[config.mk]
export PLATFORM = sky130hd
export DESIGN_NAME = ex_mem_stage
export DESIGN_NICKNAME = d
export VERILOG_FILES = /design/src/rtl/ex_mem_stage.sv
export SDC_FILE = /design/constraint.sdc
export NUM_CORES = 1
export LEC_CHECK = 0
export BUFFER_PORTS_ARGS = -buffer_cell sky130_fd_sc_hd__clkbuf_2
export CORE_MARGIN = 4
export CORE_UTILIZATION = 53
export CTS_BUF_LIST = sky130_fd_sc_hd__clkbuf_2 sky130_fd_sc_hd__clkbuf_4 sky130_fd_sc_hd__clkbuf_8
export DETAILED_ROUTE_END_ITERATION = 10
export PLACE_DENSITY_LB_ADDON = 0.2
export SYNTH_ARGS = -nofsm -noshare
export SYNTH_HDL_FRONTEND = slang
export SYNTH_SLANG_ARGS = --single-unit
[constraint.sdc]
create_clock -name clk_i -period 4.2 [get_ports clk_i]
set_clock_uncertainty 0.05 [all_clocks]
set_input_delay 0.42 -clock clk_i [delete_from_list [all_inputs] [get_ports clk_i]]
set_output_delay 0.42 -clock clk_i [all_outputs]
set_load 0.03 [all_outputs]
[src/rtl/ex_mem_stage.sv]
// EX/MEM pipeline stage: registers the ALU result, runs the data-memory req/ack
// handshake for loads/stores and emits one registered write-back beat per instruction.
module ex_mem_stage #(
  parameter int WIDTH         = 32,
  parameter int REGADDR_WIDTH = 5
) (
  input  logic                     clk_i,
  input  logic                     rst_n,
  input  logic                     ex_valid_i,
  input  logic [WIDTH-1:0]         alu_result_i,
  input  logic [WIDTH-1:0]         store_data_i,
  input  logic [REGADDR_WIDTH-1:0] rd_addr_i,
  input  logic                     mem_read_i,
  input  logic                     mem_write_i,
  input  logic                     reg_write_i,
  input  logic                     flush_i,
  output logic                     stall_o,
  output logic                     dmem_req_o,
  output logic                     dmem_we_o,
  output logic [WIDTH-1:0]         dmem_addr_o,
  output logic [WIDTH-1:0]         dmem_wdata_o,
  input  logic                     dmem_ack_i,
  input  logic [WIDTH-1:0]         dmem_rdata_i,
  output logic                     wb_valid_o,
  output logic                     wb_reg_write_o,
  output logic [REGADDR_WIDTH-1:0] wb_rd_addr_o,
  output logic [WIDTH-1:0]         wb_data_o,
  output logic                     misalign_o
);

  typedef enum logic [1:0] {EMPTY, ALU_OP, MEM_WAIT} state_t;

  state_t                     r_state;
  state_t                     w_state_next;
  logic [WIDTH-1:0]           r_addr;
  logic [WIDTH-1:0]           r_wdata;
  logic [REGADDR_WIDTH-1:0]   r_rd;
  logic                       r_mem_write;
  logic                       r_reg_write;
  logic                       r_misalign;
  logic                       w_capture;
  logic                       w_mem_op;
  logic                       w_aligned;
  logic                       w_ack;

  assign w_mem_op  = mem_read_i || mem_write_i;
  assign w_aligned = (alu_result_i[1:0] == 2'b00);
  assign w_capture = ex_valid_i && !flush_i && !stall_o;
  assign w_ack     = (r_state == MEM_WAIT) && dmem_ack_i;

  always_ff @(posedge clk_i or negedge rst_n) begin
    if (!rst_n) begin
      r_state <= EMPTY;
    end else begin
      r_state <= w_state_next;
    end
  end

  always_comb begin
    w_state_next = EMPTY;
    stall_o      = 1'b0;
    dmem_req_o   = 1'b0;
    dmem_we_o    = 1'b0;
    if (r_state == MEM_WAIT) begin
      stall_o    = !dmem_ack_i;
      dmem_req_o = 1'b1;
      dmem_we_o  = r_mem_write;
    end
    // A stalled access keeps the stage busy; otherwise the slot refills or empties.
    if (w_capture) begin
      w_state_next = (w_mem_op && w_aligned) ? MEM_WAIT : ALU_OP;
    end else if (stall_o) begin
      w_state_next = MEM_WAIT;
    end
  end

  assign dmem_addr_o  = {r_addr[WIDTH-1:2], 2'b00};
  assign dmem_wdata_o = r_wdata;

  always_ff @(posedge clk_i or negedge rst_n) begin
    if (!rst_n) begin
      r_addr      <= '0;
      r_wdata     <= '0;
      r_rd        <= '0;
      r_mem_write <= 1'b0;
      r_reg_write <= 1'b0;
      r_misalign  <= 1'b0;
    end else if (w_capture) begin
      r_addr      <= alu_result_i;
      r_wdata     <= store_data_i;
      r_rd        <= rd_addr_i;
      r_mem_write <= mem_write_i;
      r_reg_write <= reg_write_i;
      r_misalign  <= w_mem_op && !w_aligned;
    end
  end

  // wb_* payload holds its last value between beats; only the strobes clear.
  always_ff @(posedge clk_i or negedge rst_n) begin
    if (!rst_n) begin
      wb_valid_o     <= 1'b0;
      wb_reg_write_o <= 1'b0;
      wb_rd_addr_o   <= '0;
      wb_data_o      <= '0;
      misalign_o     <= 1'b0;
    end else if (r_state == ALU_OP) begin
      wb_valid_o     <= 1'b1;
      wb_reg_write_o <= r_reg_write && !r_misalign;
      wb_rd_addr_o   <= r_rd;
      wb_data_o      <= r_addr;
      misalign_o     <= r_misalign;
    end else if (w_ack) begin
      wb_valid_o     <= 1'b1;
      wb_reg_write_o <= !r_mem_write;
      wb_rd_addr_o   <= r_rd;
      wb_data_o      <= r_mem_write ? r_addr : dmem_rdata_i;
      misalign_o     <= 1'b0;
    end else begin
      wb_valid_o     <= 1'b0;
      misalign_o     <= 1'b0;
    end
  end

endmodule

## After elaboration in Yosys (flattened, before gate mapping)

Cells that the tools add are included.

| storage, ports and cells | value |
|---|---|
| bits in registers | 114 |
| input port bits | 109 |
| output and inout bits | 107 |
| word-level logic and storage cells | 45 |

| operators by class | value |
|---|---|
| eq/ne operators | 2 |
| muxes and demuxes | 16 |
| reductions and logical operators | 15 |

Operators with widths:

| operator | count |
|---|---|
| $mux 32 | 3 |
| $mux 5 | 2 |
| $mux 1 | 8 |
| $logic_and 1x1->1 | 6 |
| $logic_not 1->1 | 6 |
| $mux 2 | 3 |
| $eq 2x1->1 const B | 1 |
| $eq 2x2->1 const B | 1 |
| $logic_not 2->1 | 1 |
| $reduce_bool 2->1 | 1 |
| $logic_or 1x1->1 | 1 |

## Logic depth before layout (Yosys ltp)

Gate-level depths: netlist (run 1).

| logic depth | value |
|---|---|
| depth after elaboration | 5 |
| gate-level depth with buffers | 7 |
| gate-level depth less buffers | 3 |

## Worst setup path before layout (run 1)

OpenSTA, ideal clock, no wires.

| timing | value |
|---|---|
| path type | reg-to-reg |
| start point | register r_state[1] |
| end point | register r_wdata[0], in the netlist dmem_wdata_o[0] |
| setup time | 125 ps |
| arrival time | 1513 ps |
| required time | 4025 ps |
| path slack | 2512 ps |
| cell stages (with the launch flop) | 6 |
| path buffers | 2 |
| clock period less this slack | 1688 ps |
| path through | dfrtp_1 buf_2 nor3b_4 nor2_2 buf_2 mux2_2 |

| between the ends | value |
|---|---|
| word-level cells in the longest chain between the ends | 4 |

RTL lines:

| element | line | RTL |
|---|---|---|
| start, declared | 33 | `state_t r_state;` |
| start signal, assigned | 55 | `r_state <= w_state_next;` |
| $eq 2x2->1 | 64 | `if (r_state == MEM_WAIT) begin` |
| $mux 1 | 64 |  |
| via stall_o | 17 | `output logic stall_o,` |
| $logic_not 1->1 | 48 | `assign w_capture = ex_valid_i && !flush_i && !stall_o;` |
| $logic_and 1x1->1 | 48 |  |
| end signal, assigned | 90 | `r_wdata <= store_data_i;` |
| end, declared | 36 | `logic [WIDTH-1:0] r_wdata;` |

The timed path passes the listed nets, and every way through them passes these cells.
A chain may end at the register's enable or synchronous reset.

## Worst setup path in the final report (run 1)

| timing | value |
|---|---|
| start point | register r_state[1] |
| end point | register r_addr[9] |

| between the ends | value |
|---|---|
| word-level cells in the longest chain between the ends | 4 |

RTL lines:

| element | line | RTL |
|---|---|---|
| $eq 2x2->1 | 64 |  |
| $mux 1 | 64 |  |
| $logic_not 1->1 | 48 |  |
| $logic_and 1x1->1 | 48 |  |
| end signal, assigned | 89 | `r_addr <= alu_result_i;` |
| end, declared | 35 | `logic [WIDTH-1:0] r_addr;` |

No other way between the ends.

==> results of run 1 <==
## cell usage after synthesis (3+ instances only)
library cell and number:
buf_2 10, mux2_2 72, clkbuf_1 19, nor2_1 3, and2_1 3, buf_6 4, nand3_1 32, dfrtp_1 114
o21ai_0 34, mux2_4 4, nor3_1 32, buf_4 32, a31oi_1 32
## power breakdown
group	leakage, nW	switching, mW	internal [mW]	total (mW)
Sequential	1.33	0.131	1.31	1.44
Clock	0.172	0.420	0.493	0.913
Combinational	1.46	0.702	0.363	1.07
## worst reg2reg max path, stage by stage (launching register included)
cell and delay (ps):
dfrtp_1 480, nor3b_4 220, nor2_4 100, buf_4 710
mux2_2 490
## registers in the layout (all words and copies together) (netlist names)
register / cells
dmem_wdata_o: 32
r_addr: 32
wb_data_o: 32
r_rd: 5
wb_rd_addr_o: 5
r_state: 2
misalign_o: 1
r_mem_write: 1
r_misalign: 1
r_reg_write: 1
wb_reg_write_o: 1
wb_valid_o: 1
## per-stage QoR
stage          hold WS [ps]  utilization (%)
6_report              69.54            67.27
5_1_grt               109.0            67.27
4_1_cts               84.75            67.27
3_5_place_dp          444.1            63.39
3_3_place_gp          430.0            63.39
2_1_floorplan         74.41                -
## logic make-up after synthesis
family	synth area share, %
compound gates	8.375
buf+inv	8.249
flops	57.34
mux	17.51
other cells	0.07538
simple gates	8.451
## layout make-up
class                      count  share of cell area (%)
inverter                       1                 0.06068
timing repair buffer         218                   17.88
clock buffer                  20                   4.349
clock inverter                10                   1.416
multi-input combinational    228                   27.93
sequential                   114                   46.12
tap                          111                   2.245
## worst paths after layout
| kind | start | end |
|---|---|---|
| worst min register to register | r_rd[3]$_DFFE_PN0P_ | wb_rd_addr_o[3]$_DFFE_PN0P_ |
| max in group asynchronous | rst_n | r_addr[12]$_DFFE_PN0P_ |
| worst max-delay path | r_state[1]$_DFF_PN0_ | r_addr[9]$_DFFE_PN0P_ |
| worst max register to register | r_state[1]$_DFF_PN0_ | r_addr[9]$_DFFE_PN0P_ |
| min in group clk_i | store_data_i[22] | dmem_wdata_o[22]$_DFFE_PN0P_ |
| worst min-delay path | rst_n | dmem_wdata_o[28]$_DFFE_PN0P_ |
## per-layer routing
layer  vias to the layer above  share of wire (%)  wire [um]
li1                       1774                  -          -
met3                        16                8.8       1064
met4                         0                1.3        158
met2                       181                 50       6032
met1                      1856                 40       4800
met5                         -                  0          0
==> impl_results.md, run 1 <==
- Slowest cell on the critical path: buf_4
- Clock Sinks: 114
- Setup bufs post-CTS: 0
- GRT Util Overall: 22.16%
- Vias/cell: between 5 and 6
- Placement Cell Area: a little under 0.006 mm^2
- Die W: between 100 and 150 um
- Final GP Congestion: 0.8134
- Delay-heaviest family, CP: buffers and inverters
- CP cell instances: nor3b_4, nor2_4, buf_4, mux2_2
- First-pass GRT wire length: 19,460 um
- Resized cells post-CTS: 0
- Fmax: 462.0 MHz
- Vias in the first global route: between 3,000 and 4,000
- Layout net count: 689
- GRT busiest layer: met2
- Gate Count Post-Synth: 407
- CTS HTree Levels: 4
- FP Rows: 35
- Top cells by area, synth: dfrtp_1, mux2_2, buf_4
- Met2 usage: 36.11%
- Final Max Tran Viols: 0
- Period minus WS final: 2164 ps
- DRT iter0 DRCs: ~210
- Worst-Margin Slew: 1150 ps
- Yosys cell types: 29
- Final period util: 51.53%
- Worst reg2reg path depth: 4
- Top-area cell type share of the netlist area: 57.34%
- Register area share after synthesis: 57.34%
- Async SR Flop Fraction: 100.0%
- Total wire length: 12,060 um
- WS Path Type: register to register
- Overall power: around 3.4 mW
- Dpl hpwl: 8316 um
- Initial core utilization: a little over half
- Die area: 0.01100 mm^2
- Antenna viol nets, final: 0
- Flops & latches, synth: 114
- Core box area: 0.009196 mm^2
- Grt met1 use: 26.88%
- WP data required: 4450 ps
- Clk root buf: clkbuf_8
- Yosys top cell by area: dfrtp_1
- Wire length per cell: 17.17 um
- Critical path arrival: 2410 ps
- Rel. slew slack: 23.30%
- P_leak: 2.961 nW
- CTS tree: done
- Fraction of layout cells with a size suffix above 1: 55.50%
- TNS Setup: 0 ps
- Most common cell after layout, fill and taps aside: clkbuf_2
- Final worst setup slack: 2036 ps
- DR pass1 iterations: 5
- Fillcell total: 719
- FF-to-FF setup slack: 2040 ps
- Fin cells: 702
- Met3 usage: 9.080%
- Warning count from the yosys run: 0
- Post-synth EDFFs: 0
- Initial antenna violation count: 0
- MaxCap Viol Count: 0
- Setup crit end kind: register
- Number of remaining DRC errors: 0
- FF+latch area: 0.002853 mm^2
- Placed insts: 672
- Die height: 104.9 um
- Clk_lat worst skew: around 420 ps
- # setup viols final: 0
- Multi-input gate area: 0.001728 mm^2
- VDD IR max: 0.3269 mV
- Outcome: finished clean
- HP Class: input port to async pin
- Grt total ovfl: 0
- RSZ-0062 raised after global routing: no
- Largest net degree at the start of global routing: 73
- IO Port Bufs: 213
- Most frequent cells in the layout: clkbuf_2, dfrtp_1, mux2_2
- Number of diodes: 0
- Pwr Density: 553.2 mW/mm^2
- Area Growth Syn to Fin: 24.35%
- Synth Flop Type: dfrtp_1
- Total CTS buffers: 17
- IO Count: 216
- CP startpoint kind: register
- Total vias in the final route: 3,827
- Worst Path Max Fanout: between 70 and 80
- Cell Area, Synth: 0.004975 mm^2
- Dpl ws: 2033 ps
- Post-CTS Hold Buffers: 0
- Max incr delay on CP: 710 ps
- Critical Path Stages: 4
- Clock Tree Buf Depth: 2
- Worst Path Buf+Inv: 1
- Avg Cell Area, Syn: 12.22 um^2
- Post-Layout Inst Area: 0.006186 mm^2
- Final Hold Viols: 0
- Reg clk slew, reported paths: ~70 ps
Power figures use the tool's default switching activity.
==> run 2, diff against run 1 <==
- CORE_UTILIZATION: 53 -> 49
- clock period: 4.2 -> 2.01 ns (I/O delays scaled with it)
==> impl_results.md, run 2 (same netlist as run 1, synthesis figures left out) <==
- Worst Path Buf+Inv: 2 (was 1)
- Met2 Wirelength: 7115 um (was 6032 um)
- DR pass1 iterations: 4 (was 5)
- Fraction of layout cells with a size suffix above 1: 48.22% (was 55.50%)
- Number of remaining DRC errors: 0 (unchanged)
- Outcome: finished clean (unchanged)
- Met3 Wirelength: 1348 um (was 1064 um)
- Delay-heaviest family, CP: flip-flops (was buffers and inverters)
- Period minus WS final: 1772 ps
- Vias/cell: 5.212 (was 5.452)
- CP startpoint kind: register (unchanged)
- Vias in the first global route: 4,554 (was 3,909)
- Core box area: 0.009819 mm^2 (was 0.009196 mm^2)
- Antenna viol nets, final: 0 (unchanged)
- Rel. slew slack: 55.39% (was 23.30%)
- Fmax: between 500 and 600 MHz
- Largest net degree at the start of global routing: 115 (was 73)
- Sequential share of power: 40.1% (was 42.2%)
- Critical path arrival: 1520 ps (was 2410 ps)
- Clock Tree Buf Depth: 2 (unchanged)
- # setup viols final: 0 (unchanged)
- MaxCap Viol Count: 0 (unchanged)
- Die area: 0.01183 mm^2 (was 0.01100 mm^2)
- Wire length per cell: 17.29 um (was 17.17 um)
- Pwr Density: 1024 mW/mm^2 (was 553.2 mW/mm^2)
- GRT Util Overall: 24.92% (was 22.16%)
- WP data required: 1760 ps (was 4450 ps)
- Number of diodes: 0 (unchanged)
- Slowest cell on the critical path: dfrtp_1 (was buf_4)
- FF-to-FF setup slack: 270 ps (was 2040 ps)
- Clk root buf: clkbuf_8 (unchanged)
- WL met1: 5660 um (was 4800 um)
- CP cell instances: buf_4, and2b_1, and2_1, clkbuf_2 (was nor3b_4, nor2_4, buf_4, mux2_2)
- WS Path Type: register to output pin (was register to register)
- IO Port Bufs: 213 (unchanged)
- Clk_lat worst skew: 420 ps (about the same)
- Cell internal pwr: 4.833 mW (was 2.168 mW)
- Comb pwr share: 32.4% (was 31.1%)
- Setup bufs post-CTS: 0 (unchanged)
- Dpl ws: 60.99 ps (was 2033 ps)
- HP Class: input port to register (was input port to async pin)
- Die W: 108.8 um (was 104.9 um)
- IO Count: 216 (unchanged)
- Resized cells post-CTS: 0 (unchanged)
- Most common cell after layout, fill and taps aside: clkbuf_2 (unchanged)
- VDD IR max: 0.6345 mV (was 0.3269 mV)
- Final worst setup slack: 238.4 ps (was 2036 ps)
- Dpl hpwl: 8946 um (was 8316 um)
- Die height: 108.8 um (was 104.9 um)
- Fillcell total: 686 (was 719)
- DRT iter0 DRCs: 190 (was 213)
- Most frequent cells in the layout: clkbuf_2, dfrtp_1, dlygate4sd3_1 (was clkbuf_2, dfrtp_1, mux2_2)
- CTS HTree Levels: 4 (unchanged)
- Final GP Congestion: 0.7947 (was 0.8134)
- FP Rows: 36 (was 35)
- Total vias in the final route: 4,357 (was 3,827)
- First-pass GRT wire length: 22,700 um (was 19,460 um)
- Max incr delay on CP: 400 ps (was 710 ps)
- TNS Setup: 0 ps (unchanged)
- Clk pwr share: 27.5% (was 26.7%)
- Initial core utilization: 50.66% (was 54.10%)
- Total wire length: 14,450 um (was 12,060 um)
- Reg clk slew, reported paths: 60 ps (was 70 ps)
- Sw Share: 36.00% (was 36.65%)
- Initial antenna violation count: 0 (unchanged)
- Clock Sinks: 114 (unchanged)
- Total CTS buffers: 17 (unchanged)
- Worst-Margin Slew: 668.4 ps (was 1150 ps)
- P_leak: 3.461 nW (was 2.961 nW)
- Final period util: 88.14%
- Setup crit end kind: output pin (was register)
- Final Hold Viols: 0 (unchanged)
- RSZ-0062 raised after global routing: no (unchanged)
- CTS tree: done (unchanged)
- Grt total ovfl: 0 (unchanged)
- Layout net count: 801 (was 689)
- Area Growth Syn to Fin: 48.19% (was 24.35%)
- Final Max Tran Viols: 0 (unchanged)
- Sw power: 2.719 mW (was 1.254 mW)
- Max layer used: met4 (unchanged)
- Worst Path Max Fanout: 6 (was 72)
## run 2: what timing repair did
action,CTS,global route
endpoints found under the hold margin,214,0
hold buffers,101,0
endpoints found under the setup margin,0,49
## run 2: power groups by stage
| stage | registers (mW) | clock network [mW] | logic, mW |
|---|---|---|---|
| after global placement | 3.05 | 0 | 2.24 |
| after global routing | 3.08 | 2.22 | 2.62 |
| after CTS | 3.02 | 2.12 | 2.44 |
| after detailed placement | 3.06 | 0 | 2.28 |
| final | 3.03 | 2.08 | 2.45 |
| after floorplan | 3.64 | 0 | 1.03 |
## run 2: tightest hold or removal path, stage by stage
cell	delay [ps]
clkbuf_2	80
nand3_1	70
a31oi_1	90
## run 2: worst paths after layout
path | cells past startpoint | endpoint | from
worst max-delay path | 4 | dmem_we_o | r_state[0]$_DFF_PN0_
worst min-delay path | 3 | wb_data_o[25]$_DFFE_PN0P_ | dmem_rdata_i[25]
worst max register to register | 4 | dmem_wdata_o[24]$_DFFE_PN0P_ | r_state[1]$_DFF_PN0_
worst min register to register | 1 | r_rd[4]$_DFFE_PN0P_ | r_rd[4]$_DFFE_PN0P_
max in group asynchronous | 3 | r_addr[8]$_DFFE_PN0P_ | rst_n
min in group asynchronous | 3 | misalign_o$_DFF_PN0_ | rst_n
## run 2: stage by stage
| stage | cells | utilization, % | power (mW) | hold WS, ps | instance area [um^2] |
|---|---|---|---|---|---|
| after floorplan | 408 | - | 4.670 | -144.6 | 4979 |
| after global placement | 704 | 60.79 | 5.287 | 284.5 | 5969 |
| after detailed placement | 704 | 60.79 | 5.346 | 285.3 | 5969 |
| after CTS | 835 | 75.01 | 7.585 | 1.791 | 7366 |
| after global routing | 836 | 75.08 | 7.923 | 9.124 | 7372 |
| final | 836 | 75.08 | 7.552 | 24.62 | 7372 |
## run 2: cell type report
type | count | area, um^2 | share of cell area, %
tap | 133 | 166.4 | 2.257
inverter | 1 | 3.754 | 0.05092
sequential | 114 | 2853 | 38.70
clock buffer | 20 | 275.3 | 3.734
timing repair buffer | 329 | 2230 | 30.24
clock inverter | 10 | 110.1 | 1.494
multi-input combinational | 229 | 1734 | 23.52
## run 2: routing by layer
layer | GRT usage (%) | vias up
li1 | - | 2007
met1 | 30.05 | 2105
met2 | 40.38 | 215
met3 | 9.355 | 30
met4 | 10.28 | 0
met5 | 0 | -
